## src/rtl/effect_tremolo_pkg.sv

```systemverilog
// Shared constants and helpers for the tremolo effect stage.
package effect_tremolo_pkg;

    localparam int          SAMPLE_RATE = 32000;
    localparam int          PHASE_W     = 32;
    localparam int          TRI_W       = 15;
    localparam int          DATA_W      = 16;
    localparam logic [31:0] INC_PER_HZ  = 32'd134218;
    localparam logic [15:0] GAIN_OFFSET = 16'd16384;

    // Phase increment per sample for a rate of (freq+1) Hz at SAMPLE_RATE.
    function automatic logic [PHASE_W-1:0] inc_for(input logic [2:0] freq);
        logic [PHASE_W-1:0] hz;
        hz = {29'd0, freq} + 32'd1;
        return hz * INC_PER_HZ;
    endfunction

endpackage

```

## src/rtl/tremolo_lfo.sv

```systemverilog
// Triangle LFO: 32-bit phase accumulator folded into a 15-bit triangle.
module tremolo_lfo
    import effect_tremolo_pkg::*;
(
    input  logic             clk,
    input  logic             rst_n,
    input  logic             step,
    input  logic             clear,
    input  logic [2:0]       freq,
    output logic [TRI_W-1:0] tri_out
);

    logic [PHASE_W-1:0] phase_q;
    logic [PHASE_W-1:0] phase_d;
    logic [15:0]        unused_phase_lsbs;

    // Next phase: clear wins over step so bypass always restarts at gain 0.5.
    always_comb begin
        phase_d = phase_q;
        if (clear) begin
            phase_d = '0;
        end else if (step) begin
            phase_d = phase_q + inc_for(freq);
        end
    end

    // Phase register, wraps naturally modulo 2^32.
    always_ff @(posedge clk or negedge rst_n) begin
        if (!rst_n) begin
            phase_q <= '0;
        end else begin
            phase_q <= phase_d;
        end
    end

    // Fold the upper phase bits: rise in the first half, fall in the second.
    always_comb begin
        if (phase_q[31]) begin
            tri_out = ~phase_q[30:16];
        end else begin
            tri_out = phase_q[30:16];
        end
    end

    assign unused_phase_lsbs = phase_q[15:0];

endmodule

```

## src/rtl/effect_tremolo.sv

```systemverilog
// Tremolo stage: scales samples by a triangle-LFO gain in 0.5..~1.0, or bypasses.
module effect_tremolo
    import effect_tremolo_pkg::*;
(
    input  logic              i_clk,
    input  logic              i_rst_n,
    input  logic              i_clk_tri,
    input  logic              i_valid,
    input  logic              i_enable,
    input  logic [2:0]        i_freq,
    input  logic [DATA_W-1:0] i_data,
    output logic [DATA_W-1:0] o_data,
    output logic              o_valid
);

    logic [TRI_W-1:0]  tri_data_w;
    logic [15:0]       gain_w;
    logic signed [31:0] prod_w;
    logic [DATA_W-1:0] scaled_w;
    logic              lfo_step_w;
    logic              lfo_clear_w;
    logic [DATA_W-1:0] data_q;
    logic [DATA_W-1:0] data_d;
    logic              valid_q;
    logic              valid_d;
    logic [16:0]       unused_bits_w;

    assign lfo_step_w  = i_valid & i_enable;
    assign lfo_clear_w = i_valid & ~i_enable;

    tremolo_lfo u_lfo (
        .clk     (i_clk),
        .rst_n   (i_rst_n),
        .step    (lfo_step_w),
        .clear   (lfo_clear_w),
        .freq    (i_freq),
        .tri_out (tri_data_w)
    );

    // Gain in Q1.15 and the floor-shifted product; bit 15 of gain is always 0,
    // so treating it as signed keeps it positive.
    always_comb begin
        gain_w   = GAIN_OFFSET + {2'b00, tri_data_w[TRI_W-1:1]};
        prod_w   = $signed(i_data) * $signed(gain_w);
        scaled_w = prod_w[30:15];
    end

    // Output select: modulated or bypassed sample on valid, hold otherwise.
    always_comb begin
        data_d  = data_q;
        valid_d = i_valid;
        if (i_valid) begin
            if (i_enable) begin
                data_d = scaled_w;
            end else begin
                data_d = i_data;
            end
        end
    end

    // Output registers give the single cycle of latency.
    always_ff @(posedge i_clk or negedge i_rst_n) begin
        if (!i_rst_n) begin
            data_q  <= '0;
            valid_q <= 1'b0;
        end else begin
            data_q  <= data_d;
            valid_q <= valid_d;
        end
    end

    assign o_data  = data_q;
    assign o_valid = valid_q;

    assign unused_bits_w = {i_clk_tri, prod_w[31], prod_w[14:0]};

endmodule

```

## config.mk

```make
export PLATFORM = sky130hd
export DESIGN_NAME = effect_tremolo
export DESIGN_NICKNAME = d
export VERILOG_FILES = /design/src/rtl/effect_tremolo_pkg.sv /design/src/rtl/tremolo_lfo.sv /design/src/rtl/effect_tremolo.sv
export SDC_FILE = /design/constraint.sdc
export NUM_CORES = 1
export LEC_CHECK = 0
export BUFFER_PORTS_ARGS = -buffer_cell sky130_fd_sc_hd__buf_2
export CAP_MARGIN = 20
export CORE_MARGIN = 3
export CORE_UTILIZATION = 56
export CTS_CLUSTER_DIAMETER = 50
export CTS_CLUSTER_SIZE = 10
export DETAILED_ROUTE_END_ITERATION = 7
export PLACE_DENSITY = 0.73
export SETUP_SLACK_MARGIN = 0.05
export SYNTH_ARGS = -nofsm -noshare
export SYNTH_HDL_FRONTEND = slang
export SYNTH_SLANG_ARGS = --single-unit
```

## constraint.sdc

```tcl
create_clock -name i_clk -period 10.55 [get_ports i_clk]
set_input_delay 0.5275 -clock i_clk [delete_from_list [all_inputs] [get_ports i_clk]]
set_output_delay 0.5275 -clock i_clk [all_outputs]
set_load 0.01 [all_outputs]
```

==> metrics.txt, run 1 <==
EDFF count, synth=0; starting DRC count in detailed routing=424; critical path startpoint=u_lfo.phase_q[31]$_DFFE_PN0P_; Core Rows=53; clk root buf=clkbuf_16; post-DP HPWL=20800 um; RSZ-0062 raised after global routing=false; Synth Flop Type=dfrtp_1; Slew Limit Fails=0; post-synthesis net count=1698; status=completed; Tightest Hold Check Type=in -> async; Worst Path Max Fanout=16; CP dominant cell by count=fa_1; mapped cell area=0.0121 mm^2; GR Util met1=32.6%; CTS tree=yes; initial antenna violation count=0; synth warn=0; Slowest Stage Delay on Critical Path=0.90 ns; number of global-route vias before repair=9751; Clock Skew=0.00721 ns; vias per cell=5.48; clk_lat worst skew=0.29 ns; setup_tns=0 ns; Worst EP required=10.70 ns; CP bufs+invs=3; cell count after synthesis=1320; Fillers=1836; CTS buffer count=5; Core ar.=0.0212 mm^2; post-synth cell types=55; max cap viols=0; post-synthesis register bit count=48; dominant cells by area after synthesis=fa_1, ha_1, dfrtp_1; worst-margin pin slew=1.16 ns; fmax=127 MHz; period utilization=74.5%; Routed WL=27400 um; Critical Path End Type=flip-flop; total congestion overflow=0; Seq/Total Area, Yosys=9.91%; worst path cell trace=xor2_2 > nand2_1 > fa_1 > inv_1 > fa_1 > fa_1 > fa_1 > fa_1 > inv_1 > fa_1 > inv_1 > ha_1 > a21oi_1 > nand2_1 > a221oi_1 > o211ai_2 > a221o_1 > a41o_1 > a21oi_2 > o21ai_1 > xnor2_1 > o221ai_1; postcts setup bufs=0; minimum clock period=7.86 ns; die height=153 um; CP top delay family=adder cells; final hold violations=0; Final WS setup=2.69 ns; Port Buf Inserts=39; Rel. slew slack=22.4%; NumNets Final=1708; Ant. Diodes=0; GRT busiest layer=met2; dominant cell type by area after synthesis=fa_1; CTS Hold Buffers Added=0; pre-CTS WS=2.40 ns; Detailed Routing Iterations Pass 1=5; # setup viols final=0; leakage=6.68 nW; clk sinks=48; I/O Pins=41; die area=0.0234 mm^2; Layout area overhead=5.49%; Remaining DRCs=0; PostCTS Resize Cnt=0; met3 GRT Util=2.77%; drt wl/cell=17.0 um; GPL Wtd Cong=0.848; reg2reg start=u_lfo.phase_q[31]$_DFFE_PN0P_; CP Launch Type=flip-flop; Pwr Density=233 mW/mm^2; CTS H-tree lvls=2; starting density of the core=57.3%; first-pass GRT wire length=47600 um; asr flop ratio synth=100%; largest net degree at the start of global routing=61; Power Total=0.00298 W; GRT Total Usage=25.0%; fraction of layout cells with a size suffix above 1=5.41%; Synth top area share=39.8%; Arr. time, crit path=8.01 ns; Via Count=8797; slowest stage cell, crit path=xor2_2; clock slew at reported path FFs=0.07 ns; Crit Path Class=reg -> reg; worst ir drop on vdd=0.338 mV; maximum buffer depth of the clock tree=2; Die Wd=153 um; mean post-synth cell area=9.18 um^2; Post-DRT Antenna Nets=0; grt met2 use=44.7%
-- state kept, by name, indices dropped and copies added, names as in the netlist --
register       cells
o_data            16
u_lfo.phase_q     31
o_valid            1
-- layer usage --
metal | wire length (um) | part of all wire (%) | up-vias
met2 | 14400 | 52 | 211
met4 | 619 | 2.3 | 0
met5 | 0 | 0 | -
met1 | 11300 | 41 | 4530
li1 | - | - | 4012
met3 | 1100 | 4.0 | 44
-- report_power, final --
| group | internal, W | switching, W |
|---|---|---|
| combinational | 0.00110 | 0.00141 |
| sequential | 0.000246 | 0.0000444 |
| clock | 0.000111 | 0.0000725 |
-- area by class of cell --
class / count / area, um^2 / share of cell area, %
tap: 275 / 344 / 2.69
inverter: 314 / 1180 / 9.22
clock inverter: 3 / 42.5 / 0.333
sequential: 48 / 1200 / 9.39
multi-input combinational: 913 / 9630 / 75.3
timing repair buffer: 48 / 270 / 2.11
clock buffer: 5 / 125 / 0.978
-- cell usage after synthesis (2+ instances only) --
cell        n
a21boi_0    2
a21o_1     21
a21oi_1    45
a221o_1     2
a31oi_1     6
and2_1    104
and3_1      5
and4_1      3
clkbuf_1   43
dfrtp_1    48
fa_1      241
ha_1      113
inv_1     314
mux2i_1     8
nand2_1   137
nand2b_1    8
nand3_1    18
nand4_1     3
nor2_1     25
nor2b_1    13
nor3_1      5
o211ai_1    2
o211ai_2    2
o21a_1      3
o21ai_0    25
o21ai_1     3
o21bai_1    3
o221ai_1    2
o22ai_1    13
o31ai_1     2
o32ai_1     3
or3_1       7
xnor2_1    34
xor2_1     36
-- metrics by stage --
step	hold WS (ns)	util [%]	instances	area, um^2
global route	0.401	60.5	1606	12800
detailed placement	0.483	59.6	1597	12600
finish	0.343	60.5	1606	12800
floorplan	0.232	-	1320	12100
global placement	0.482	59.6	1597	12600
CTS	0.366	60.4	1605	12800
-- cell usage in the layout (no fill, tap or decap), types with 5 or more instances in the layout --
cell       Yosys  layout
buf_2          0      39
or3_1          7       7
o21ai_0       25      25
xor2_1        36      28
xnor2_1       34      34
a21o_1        21      21
xor2_2         1       9
inv_1        314     314
and3_1         5       5
dfrtp_1       48      48
buf_4          0       8
nor2b_1       13      13
a31oi_1        6       6
and2_1       104     104
a21oi_1       45      45
ha_1         113     113
mux2i_1        8       8
nand2_1      137     137
o22ai_1       13      13
fa_1         241     241
nor2_1        25      25
clkbuf_16      0       5
nand3_1       18      18
nor3_1         5       5
nand2b_1       8       8
-- path summary, 6_finish.rpt --
kind | end | slack [ns] | cells past startpoint
worst max-delay path | o_data[15]$_DFFE_PN0P_ | 2.69 | 22
worst min-delay path | o_data[3]$_DFFE_PN0P_ | 0.34 | 2
worst max register to register | o_data[15]$_DFFE_PN0P_ | 2.69 | 22
worst min register to register | o_data[15]$_DFFE_PN0P_ | 0.51 | 2
max in group asynchronous | u_lfo.phase_q[5]$_DFFE_PN0P_ | 9.78 | 2
min in group i_clk | o_data[15]$_DFFE_PN0P_ | 0.51 | 2
-- kinds of logic (layout without fill, tap and decap cells) --
kind of cell,count (synthesis),in the layout,share of synthesized area (%)
AO/OA/AOI/OAI,149,149,7.93
XOR/XNOR,71,71,5.19
multiplexers,9,9,0.753
buffers and inverters,359,370,11.2
adder cells (fa/ha/maj),354,354,51.5
flip-flops,48,48,9.91
AND/OR/NAND/NOR,330,330,13.6
Power figures use the tool's default switching activity.
==> run 2: changes to the inputs <==
--- a/config.mk
+++ b/config.mk
@@ -12,7 +12,7 @@
 export CTS_CLUSTER_DIAMETER = 50
 export CTS_CLUSTER_SIZE = 10
 export DETAILED_ROUTE_END_ITERATION = 7
-export PLACE_DENSITY = 0.73
+export PLACE_DENSITY = 0.76
 export SETUP_SLACK_MARGIN = 0.05
 export SYNTH_ARGS = -nofsm -noshare
 export SYNTH_HDL_FRONTEND = slang
==> constraint.sdc (replaced) <==
create_clock -name i_clk -period 6.7 [get_ports i_clk]
set_input_delay 0.335 -clock i_clk [delete_from_list [all_inputs] [get_ports i_clk]]
set_output_delay 0.335 -clock i_clk [all_outputs]
set_load 0.01 [all_outputs]
==> run 2 against run 1 <==
  * First-iteration DRC count up 11%
  * Wire length is 2.7% higher
  * Register-to-register slack worse by 2.6 ns
  * Clock power is 41% higher
  * Critical path type unchanged
  * Largest power group unchanged
  * Highest routed layer unchanged
==> metrics.txt, run 2 (synthesis results as in run 1) <==
largest net degree at the start of global routing=61 (unchanged); first-pass GRT wire length=48600 um (+2.1%); most frequent cells in the layout=inv_1, fa_1, nand2_1, ha_1, and2_1; I/O Pins=41 (unchanged); status=completed; Critical Path End Type=flip-flop; placed insts=1659 (+3.9%); CTS tree=yes; footprint of the multi-input gates=0.00988 mm^2 (+2.7%); fraction of layout cells with a size suffix above 1=13.6% (+8.2 points); max cap viols=0 (unchanged); most common cell after layout, fill and taps aside=inv_1; CTS buffer count=5 (unchanged); Worst Path Max Fanout=7 (-9); initial antenna violation count=0 (unchanged); Fillers=1743 (-5.1%); Routed WL=28100 um (+2.7%); Tightest Hold Check Type=in -> async; Pwr Density=387 mW/mm^2 (+66%); Critical R2R Capture=o_data[14]$_DFFE_PN0P_; clk sinks=48 (unchanged); Slew Limit Fails=0 (unchanged); fmax=151 MHz (+19%); setup_tns=0 ns (unchanged); # setup viols final=0 (unchanged); clock slew at reported path FFs=0.07 ns (about the same); total congestion overflow=0 (unchanged); NumNets Final=1789 (+4.7%); CTS H-tree lvls=2 (unchanged); worst ir drop on vdd=0.695 mV (+110%); worst-margin pin slew=0.887 ns (-0.276 ns); non-filler cells in the finished layout=1688 (+5.1%); RSZ-0062 raised after global routing=true; Die Wd=153 um (unchanged); maximum buffer depth of the clock tree=2 (unchanged); Worst EP required=6.85 ns (-3.85 ns); Arr. time, crit path=6.78 ns (-1.23 ns); minimum clock period=6.63 ns (-1.23 ns); leakage=7.14 nW (+6.8%); GRT Total Usage=25.3% (+0.36 points); Worst R2R Setup Slack=0.07 ns (-2.62 ns); fin util=64.9% (+4.4 points); Largest Register=u_lfo.phase_q; Storage cell area=0.00120 mm^2 (+0.10%); Core Rows=53 (unchanged); Power Total=0.00531 W (+78%); CTS Hold Buffers Added=0 (unchanged); post-DP HPWL=22100 um (+6.2%); Via Count=9195 (+4.5%); die area=0.0234 mm^2 (unchanged); max FFs per register=31 (unchanged); starting density of the core=57.3% (unchanged); R2R depth=24 (+9.1%); Crit Path Class=reg -> reg; period utilization=98.9% (+24 points); Clock Skew=0.00399 ns (-0.00323 ns); Port Buf Inserts=39 (unchanged); clk_lat worst skew=0.29 ns (about the same); final hold violations=0 (unchanged); starting DRC count in detailed routing=469 (+11%); clk root buf=clkbuf_16; Remaining DRCs=0 (unchanged); GPL Wtd Cong=0.854 (+0.71%); drt wl/cell=16.7 um (-2.3%); hold slack=0.140 ns (-0.203 ns); vias per cell=5.45 (-0.55%); die height=153 um (unchanged); reg2reg start=u_lfo.phase_q[31]$_DFFE_PN0P_; Core ar.=0.0212 mm^2 (unchanged); Post-DRT Antenna Nets=0 (unchanged); Detailed Routing Iterations Pass 1=5 (unchanged); CP Launch Type=flip-flop; Layout area overhead=13.2%; Rel. slew slack=40.7% (+18 points); number of global-route vias before repair=10100 (+3.9%)
-- run 2: per-stage QoR --
step                cell area [um^2]  worst slack, ns
floorplan                      12200           0.0508
global placement               13100          -0.0615
detailed placement             13100           -0.122
CTS                            13500           0.0387
finish                         13700           0.0704
global route                   13700           -0.158
-- run 2: what timing repair did --
| action | 4_1_cts | 5_1_grt |
|---|---|---|
| gates cloned | 3 | 1 |
| buffers inserted | 5 | 12 |
| pin swaps | 19 | 42 |
| endpoints found under the setup margin | 4 | 10 |
| gates resized for setup | 22 | 44 |
-- run 2: layout make-up --
class | instances | area share, %
Inverter | 314 | 8.60
Tap cell | 275 | 2.51
Timing Repair Buffer | 128 | 7.00
Clock buffer | 6 | 1.01
Antenna cell | 1 | 0.0182
Clock inverter | 2 | 0.109
Sequential cell | 48 | 8.76
Multi-Input combinational cell | 914 | 72.0
-- run 2: how the worst max path moves through the flow --
stage	startpoint	end
2_1_floorplan	u_lfo.phase_q[31]$_DFFE_PN0P_	o_data[15]$_DFFE_PN0P_
3_3_place_gp	u_lfo.phase_q[31]$_DFFE_PN0P_	o_data[15]$_DFFE_PN0P_
3_5_place_dp	u_lfo.phase_q[31]$_DFFE_PN0P_	o_data[15]$_DFFE_PN0P_
4_1_cts	u_lfo.phase_q[31]$_DFFE_PN0P_	o_data[14]$_DFFE_PN0P_
5_1_grt	u_lfo.phase_q[31]$_DFFE_PN0P_	o_data[14]$_DFFE_PN0P_
6_report	u_lfo.phase_q[31]$_DFFE_PN0P_	o_data[14]$_DFFE_PN0P_
-- run 2: power breakdown --
part	switching, W	internal [W]	total, W
clock network	0.000112	0.000149	0.000260
logic	0.00243	0.00216	0.00459
registers	0.0000711	0.000387	0.000458
total	0.00262	0.00269	0.00531
-- run 2: metal layers --
metal,up-vias,wire (um),global-route usage (%)
li1,4180,-,-
met1,4718,11300,33.0
met2,235,14700,45.0
met3,62,1120,2.49
met4,0,923,7.59
met5,-,0,0
-- run 2: critical path, stage by stage (launching register included) --
cell,delay [ns]
dfrtp_2,0.45
clkbuf_16,0.19
xor2_1,0.18
buf_4,0.20
buf_8,0.10
nand2_1,0.06
fa_1,0.52
inv_1,0.05
fa_1,0.48
fa_1,0.56
fa_1,0.46
fa_1,0.51
inv_1,0.05
fa_1,0.54
inv_2,0.06
ha_4,0.27
nand4_1,0.11
or3_4,0.39
o211ai_2,0.28
a221o_1,0.25
a41o_1,0.22
a21oi_2,0.09
o21bai_1,0.17
xnor2_1,0.14
o221ai_1,0.13
==> run 3: changes to the inputs <==
--- a/config.mk
+++ b/config.mk
@@ -7,12 +7,14 @@
 export LEC_CHECK = 0
 export BUFFER_PORTS_ARGS = -buffer_cell sky130_fd_sc_hd__buf_2
 export CAP_MARGIN = 20
+export CELL_PAD_IN_SITES_DETAIL_PLACEMENT = 0
+export CELL_PAD_IN_SITES_GLOBAL_PLACEMENT = 1
 export CORE_MARGIN = 3
-export CORE_UTILIZATION = 56
+export CORE_UTILIZATION = 46
 export CTS_CLUSTER_DIAMETER = 50
 export CTS_CLUSTER_SIZE = 10
 export DETAILED_ROUTE_END_ITERATION = 7
-export PLACE_DENSITY = 0.76
+export PLACE_DENSITY_LB_ADDON = 0.1
 export SETUP_SLACK_MARGIN = 0.05
 export SYNTH_ARGS = -nofsm -noshare
 export SYNTH_HDL_FRONTEND = slang
==> run 3 against run 2 <==
  * Hold slack improved by 0.0022 ns
  * Highest routed layer is now met5
  * Total power increased by 0.70%
  * Wire length increased by 4.9%
  * Sequential share of layout area decreased by 0.081 points
  * Via count decreased by 3.6%
  * Die area increased by 21%
  * Critical endpoint unchanged
==> metrics.txt, run 3 (synthesis results as in run 1) <==
clock power share=5.4% (+0.5 points); Slew Limit Fails=0 (unchanged); Critical Path End Type=flip-flop; Core ar.=0.0255 mm^2 (+21%); Post-DRT Antenna Nets=0 (unchanged); status=completed; Port Buf Inserts=39 (unchanged); clock slew at reported path FFs=0.07 ns (about the same); die height=168 um (+9.9%); Fillers=2442 (+40%); Detailed Routing Iterations Pass 1=4 (-1); Rel. slew slack=44.9% (+4.3 points); NumNets Final=1796 (+0.39%); Layout area overhead=14.3%; fraction of layout cells with a size suffix above 1=13.7% (+0.074 points); non-filler cells in the finished layout=1749 (+3.6%); footprint of the multi-input gates=0.00989 mm^2 (about the same); clk root buf=clkbuf_16; starting DRC count in detailed routing=265 (-43%); initial antenna violation count=1 (+1); CTS H-tree lvls=2 (unchanged); number of global-route vias before repair=9766 (-3.7%); Clock Skew=0.00546 ns (+0.00147 ns); most frequent cells in the layout=inv_1, fa_1, nand2_1, ha_1, and2_1; Largest Register=u_lfo.phase_q; post-DP HPWL=23600 um (+6.7%); Core Rows=58 (+9.4%); P_int=0.00274 W (+1.8%); Ant. Diodes=0 (-1); fmax=152 MHz (+0.47%); worst-margin pin slew=0.824 ns (-0.0626 ns); period utilization=98.5% (-0.47 points); CP Launch Type=flip-flop; I/O Pins=41 (unchanged); slowest stage cell, crit path=fa_1; worst path cell trace=buf_12 > xor2_4 > and2_1 > fa_1 > inv_1 > fa_1 > inv_1 > fa_1 > fa_2 > fa_1 > inv_1 > fa_1 > inv_1 > ha_1 > nand4_1 > inv_1 > a221oi_2 > o211ai_2 > a221o_1 > a41o_1 > a21oi_2 > o21bai_1 > xnor2_1 > o221ai_1; total congestion overflow=0 (unchanged); Via Count=8866 (-3.6%); RSZ-0062 raised after global routing=true; Remaining DRCs=0 (unchanged); die area=0.0283 mm^2 (+21%); clk sinks=48 (unchanged); part of the power in registers=8.6% (about the same); minimum clock period=6.60 ns (-0.0314 ns); max FFs per register=31 (unchanged); final hold violations=0 (unchanged); Crit Path Class=reg -> reg; vias per cell=5.07 (-6.9%); Slowest Stage Delay on Critical Path=0.54 ns (-0.02 ns); # setup viols final=0 (unchanged); worst ir drop on vdd=0.595 mV (-14%); switching power=0.00260 W (-0.46%); Arr. time, crit path=6.74 ns (-0.04 ns); CTS Hold Buffers Added=0 (unchanged); hold slack=0.142 ns (+0.00221 ns); starting density of the core=47.5% (-9.8 points); first-pass GRT wire length=49900 um (+2.8%); setup_tns=0 ns (unchanged); GRT Total Usage=22.2% (-3.2 points); Routed WL=29500 um (+4.9%); largest net degree at the start of global routing=61 (unchanged); Storage cell area=0.00120 mm^2 (unchanged); maximum buffer depth of the clock tree=2 (unchanged); most common cell after layout, fill and taps aside=inv_1; Pwr Density=386 mW/mm^2 (-0.24%); drt wl/cell=16.9 um (+1.2%); Tightest Hold Check Type=in -> async; clk_lat worst skew=0.29 ns (about the same); placed insts=1729 (+4.2%); leakage=7.18 nW (+0.50%); Worst EP required=6.84 ns (about the same); GPL Wtd Cong=0.806 (-5.5%); Die Wd=168 um (+9.9%); max cap viols=0 (unchanged); Comb power frac=86.0% (-0.5 points); Switching Fraction=48.7% (-0.57 points); CTS buffer count=5 (unchanged); CTS tree=yes; Worst Path Max Fanout=8 (+1)
[run 3: cell types whose count changed in the layout (fill, tap and decap cells not counted), sizes merged]
cell and delta:
buf +9, clkbuf -2, clkinvlp -2, bufinv +1, clkinv +1, diode -1
[run 3: metal layers]
layer	vias up	GRT usage, %	share of wire, %
met5	-	0	0.044
met1	4509	28.8	43
met3	36	1.64	2.4
li1	4197	-	-
met2	122	40.9	53
met4	2	4.30	2.0
[run 3: area by class of cell]
class                      count  share of cell area [%]
timing repair buffer         135                    7.27
clock inverter                 2                   0.253
clock buffer                   6                   0.930
inverter                     314                    8.51
sequential                    48                    8.68
multi-input combinational    914                    71.4
tap                          330                    2.98
[run 3: timing repair]
action                                  CTS  global route
buffers inserted                          3             7
resized for setup                        22            36
gates cloned                              1             1
endpoints found under the setup margin    8            11
pin swaps                                16            45
[run 3: path summary, 6_finish.rpt]
check / from / end / slack (ns) / cells past startpoint
setup / recovery: u_lfo.phase_q[31]$_DFFE_PN0P_ / o_data[14]$_DFFE_PN0P_ / 0.10 / 24
hold reg to reg: o_data[15]$_DFFE_PN0P_ / o_data[15]$_DFFE_PN0P_ / 0.50 / 2
max in group asynchronous: i_rst_n / u_lfo.phase_q[31]$_DFFE_PN0P_ / 6.09 / 2
min in group i_clk: o_data[15]$_DFFE_PN0P_ / o_data[15]$_DFFE_PN0P_ / 0.50 / 2
setup reg to reg: u_lfo.phase_q[31]$_DFFE_PN0P_ / o_data[14]$_DFFE_PN0P_ / 0.10 / 24
hold / removal: i_rst_n / o_valid$_DFF_PN0_ / 0.14 / 2
[run 3: power groups by stage]
stage	clock [W]	combinational (W)	sequential (W)
6_report	0.000286	0.00460	0.000460
5_1_grt	0.000305	0.00531	0.000472
4_1_cts	0.000293	0.00447	0.000459
3_5_place_dp	0	0.00435	0.000458
3_3_place_gp	0	0.00432	0.000459
2_1_floorplan	0	0.00314	0.000462
[run 3: worst max-delay path: cells and delay by family, from the launching register on]
kind / cells / cell delay [ns]
AOI/OAI and AO/OA: 7 / 1.47
adders and majority gates: 7 / 3.29
buffers and inverters: 6 / 0.44
DFF: 1 / 0.47
and+or+nand+nor: 2 / 0.36
xor gates and xnor gates: 2 / 0.40
[run 3: per-stage QoR]
stage	utilization, %	setup slack (ns)	cell area [um^2]	total power (W)
after global placement	52.1	-0.160	13300	0.00477
final	54.2	0.102	13900	0.00534
after detailed placement	52.1	-0.213	13300	0.00481
after global routing	54.2	-0.159	13900	0.00609
after floorplan	-	0.0508	12200	0.00360
after CTS	53.3	0.0553	13600	0.00522
